===== src/rtl/demux_stream.sv =====
// Registered 1-to-2 stream demultiplexer: routes each accepted input word to
// channel A or B (explicit select or automatic alternation), with per-channel counters.
module demux_stream #(
  parameter int WIDTH = 2,
  parameter int CNT_W = 8
) (
  input  logic             clk,
  input  logic             rst_n,
  input  logic [WIDTH-1:0] din,
  input  logic             in_valid,
  output logic             in_ready,
  input  logic             s,
  input  logic             auto,
  input  logic             clr,
  output logic [WIDTH-1:0] q_a,
  output logic             valid_a,
  input  logic             ready_a,
  output logic [WIDTH-1:0] q_b,
  output logic             valid_b,
  input  logic             ready_b,
  output logic [CNT_W-1:0] cnt_a,
  output logic [CNT_W-1:0] cnt_b
);

  logic [WIDTH-1:0] r_q_a, r_q_b;
  logic             r_valid_a, r_valid_b;
  logic [CNT_W-1:0] r_cnt_a, r_cnt_b;
  logic             r_turn;

  logic w_dst, w_free_a, w_free_b, w_accept, w_acc_a, w_acc_b;

  always_comb begin
    w_dst    = auto ? r_turn : s;
    w_free_a = !r_valid_a || ready_a;
    w_free_b = !r_valid_b || ready_b;
    // Readiness depends only on the destination slot, never on in_valid
    in_ready = w_dst ? w_free_b : w_free_a;
    w_accept = in_valid && in_ready;
    w_acc_a  = w_accept && !w_dst;
    w_acc_b  = w_accept && w_dst;
  end

  always_ff @(posedge clk or negedge rst_n) begin
    if (!rst_n) begin
      r_q_a     <= '0;
      r_valid_a <= 1'b0;
    end else if (w_acc_a) begin
      r_q_a     <= din;
      r_valid_a <= 1'b1;
    end else if (ready_a) begin
      r_valid_a <= 1'b0;
    end
  end

  always_ff @(posedge clk or negedge rst_n) begin
    if (!rst_n) begin
      r_q_b     <= '0;
      r_valid_b <= 1'b0;
    end else if (w_acc_b) begin
      r_q_b     <= din;
      r_valid_b <= 1'b1;
    end else if (ready_b) begin
      r_valid_b <= 1'b0;
    end
  end

  // clr wins over a same-edge increment or toggle; the data path ignores clr
  always_ff @(posedge clk or negedge rst_n) begin
    if (!rst_n) begin
      r_cnt_a <= '0;
      r_cnt_b <= '0;
      r_turn  <= 1'b0;
    end else if (clr) begin
      r_cnt_a <= '0;
      r_cnt_b <= '0;
      r_turn  <= 1'b0;
    end else begin
      if (w_acc_a)          r_cnt_a <= r_cnt_a + 1'b1;
      if (w_acc_b)          r_cnt_b <= r_cnt_b + 1'b1;
      if (w_accept && auto) r_turn  <= ~r_turn;
    end
  end

  assign q_a     = r_q_a;
  assign valid_a = r_valid_a;
  assign q_b     = r_q_b;
  assign valid_b = r_valid_b;
  assign cnt_a   = r_cnt_a;
  assign cnt_b   = r_cnt_b;

endmodule


===== config.mk =====
export PLATFORM = sky130hd
export DESIGN_NAME = demux_stream
export DESIGN_NICKNAME = d
export VERILOG_FILES = /design/src/rtl/demux_stream.sv
export SDC_FILE = /design/constraint.sdc
export NUM_CORES = 1
export LEC_CHECK = 0
export ABC_CLOCK_PERIOD_IN_PS = 2500
export CAP_MARGIN = 0
export CORE_UTILIZATION = 48
export CTS_BUF_LIST = sky130_fd_sc_hd__clkbuf_8
export DETAILED_ROUTE_END_ITERATION = 8
export PLACE_DENSITY = 0.81
export SYNTH_ARGS = -nofsm -noshare
export SYNTH_HDL_FRONTEND = slang
export SYNTH_SLANG_ARGS = --single-unit

===== constraint.sdc =====
create_clock -name clk -period 2.5 [get_ports clk]
set_clock_uncertainty 0.15 [all_clocks]
set_input_delay 0.625 -clock clk [delete_from_list [all_inputs] [get_ports clk]]
set_output_delay 0.625 -clock clk [all_outputs]
set_load 0.02 [all_outputs]

==> results.ini <==
[setup_path]
crit_path_cell_trace = clkdlybuf4s50_1 -> mux2i_2 -> buf_4 -> a21oi_2 -> buf_4
crit_slowest_cell = clkdlybuf4s50_1
crit_type = primary input to output port
critPathRequiredTime_ns = 1.73
cp_common_cell = buf_4
cp.arrival_ns = 1.66
worstSetupStartpointType = primary input
cpLargestDelayFamily = buffers and inverters
worst-path-buf-inv = 3
cp_max_fo = 2
cpPeakStageDelay_ns = 0.49
critPathCaptureType = output port

[synthesis]
ys_types = 31
yosys_warnings = 0
synthArstFlopShare_pct = 100
netlist_area_um2 = 1150
synth-edff-count = 0
synth.avg_cell_area_um2 = 10.4
seq_area_frac_synth_pct = 50.2
syn_nets = 122
synth_ff_type = dfrtp_1
syn_inst = 110
ys_ff_latch = 23

[placed_design]
gp_congestion = 0.879
place_hpwl_mm = 2.05
io_buffer_count = 32

[grt]
grt_use_total_pct = 24.2
grt_pass1_wl_mm = 4.68
grt_remaining_overflow = 0
grt_antenna_before_repair = 0
grt_max_degree = 24
grt_pass1_vias = 1072

[die]
initial_utilization_pct = 51.3
core_um2 = 2230
die_area_um2 = 2590
die_w_um = 50.9
fp.dieH_um = 50.9
pin_count = 33
rows = 17

[sta]
min_period_over_period_pct = 97.3
period_minus_slack_ns = 2.43
slew_viol_final = 0
max_freq_mhz = 411
hold_ws_ns = 0.369
hold_viol_final = 0
tightestPinTransition_ns = 0.374
setup_viol = 0
rsz0062_at_grt = no
slew_headroom_pct = 74.8

[drt]
dr.pass1.iters = 4
routedWlPerCell_um = 14.9
detail_route.vias_per_cell = 5.66
wl_mm = 2.72
vias = 1035
drt_drc_violations_left = 0
ant_nets = 0
drtIter0Drc = 20

[clock_tree]
cts_sinks = 23
cts_root_buf = clkbuf_8
cts_buffers = 3
htree_levels = 1
clkSlewWorstSetupHoldPaths_ns = 0.08
cts_tree = done
clk_path_buf_depth = 2
insertion_delay_ns = 0.26

[finish]
syn_to_final_growth_pct = 41.7
antennaDiodeCount = 0
final_common_cell = clkdlybuf4s50_1
n_fill_cell = 165
nets = 168
multi_input_area_um2 = 558
fin_util_pct = 72.7
regArea_um2 = 576
layout_common_cells = clkdlybuf4s50_1, dfrtp_1, nor2_1
drive_above_1_share_pct = 17.4

[power_and_ir_drop]
power_density_nw_per_um2 = 519
cellLeakagePower_nw = 0.679
p_total_mw = 0.843
ir_drop_mv = 0.408

[job]
maxCapViolations = 0

[run_status]
outcome = complete, no violations

[min_path]
min_path_type = register to register

-- metal layers --
layer / part of all wire (%) / global-route usage [%] / wire [µm]
met5: 0 / 0 / 0
met4: 2.8 / 11.6 / 76
met3: 4.3 / 3.57 / 118
met2: 49 / 40.7 / 1320
met1: 44 / 30.5 / 1200
-- layout make-up --
cell class                      count  area share [%]
Inverter                            1           0.231
Tap cell                           28            2.16
Sequential cell                    23            35.4
Clock inverter                      1           0.231
Multi-Input combinational cell     83            34.4
Clock buffer                        3            2.54
Timing Repair Buffer               44            25.0
-- final timing paths --
path	start	to	slack, ns	cells past startpoint
worst max-delay path	s	in_ready	0.07	5
worst min-delay path	q_a[0]	q_a[0]	0.37	1
worst max register to register	r_turn	cnt_a[7]	0.61	6
worst min register to register	q_a[0]	q_a[0]	0.37	1
max in group asynchronous	rst_n	cnt_a[5]	1.41	2
min in group asynchronous	rst_n	cnt_b[0]	0.56	2
-- repair_timing --
action	4_1_cts	5_1_grt
endpoints found under the setup margin	1	1
hold buffers	0	0
pin swaps	0	0
setup buffers	1	0
gates resized for setup	5	2
-- flip-flops by register name, summed over array words and instances, names as in the netlist --
name	cells
valid_a	1
cnt_a	8
q_a	2
valid_b	1
cnt_b	8
q_b	2
r_turn	1
-- cell families after synthesis --
family                     synth area share (%)
and+or+nand+nor                            25.4
DFF                                        50.2
AOI/OAI and AO/OA                          5.02
xor gates and xnor gates                   6.88
muxes                                      8.84
buffers and inverters                      1.42
adders and majority gates                  2.18
-- synth_stat cells (3+ instances only) --
master   instances  share of area [%]
a21oi_1          5                2.2
xnor2_1          6                4.6
nor2b_1          3                1.6
nand3_1          5                2.2
mux2_2           6                5.9
nand2_1          9                2.9
xor2_1           3                2.3
nor2_1          14                4.6
nor4_1           6                3.3
nand4_1          3                1.6
dfrtp_1         23                 50
or3_1            3                1.6
-- per-stage QoR --
step	cell area (µm²)	instances	setup TNS [ns]	worst slack, ns
after floorplan	1150	110	0	0.314
after global placement	1570	178	-0.583	-0.518
after detailed placement	1570	178	-0.852	-0.513
after CTS	1620	183	0	0.0202
after global routing	1620	183	0	0.0249
final	1620	183	0	0.0669
-- worst reg2reg max path, delay by kind of cell, from the launching register on --
family,cells,cell delay (ns)
buffers and inverters,2,0.28
and+or+nand+nor,2,0.63
DFF,1,0.42
AOI/OAI and AO/OA,1,0.16
muxes,1,0.18
-- where the power goes --
part / switching (mW) / internal, mW
Clock: 0.117 / 0.110
Combinational: 0.0987 / 0.100
Sequential: 0.0202 / 0.397
No activity file was read; power rests on OpenSTA's default activity.
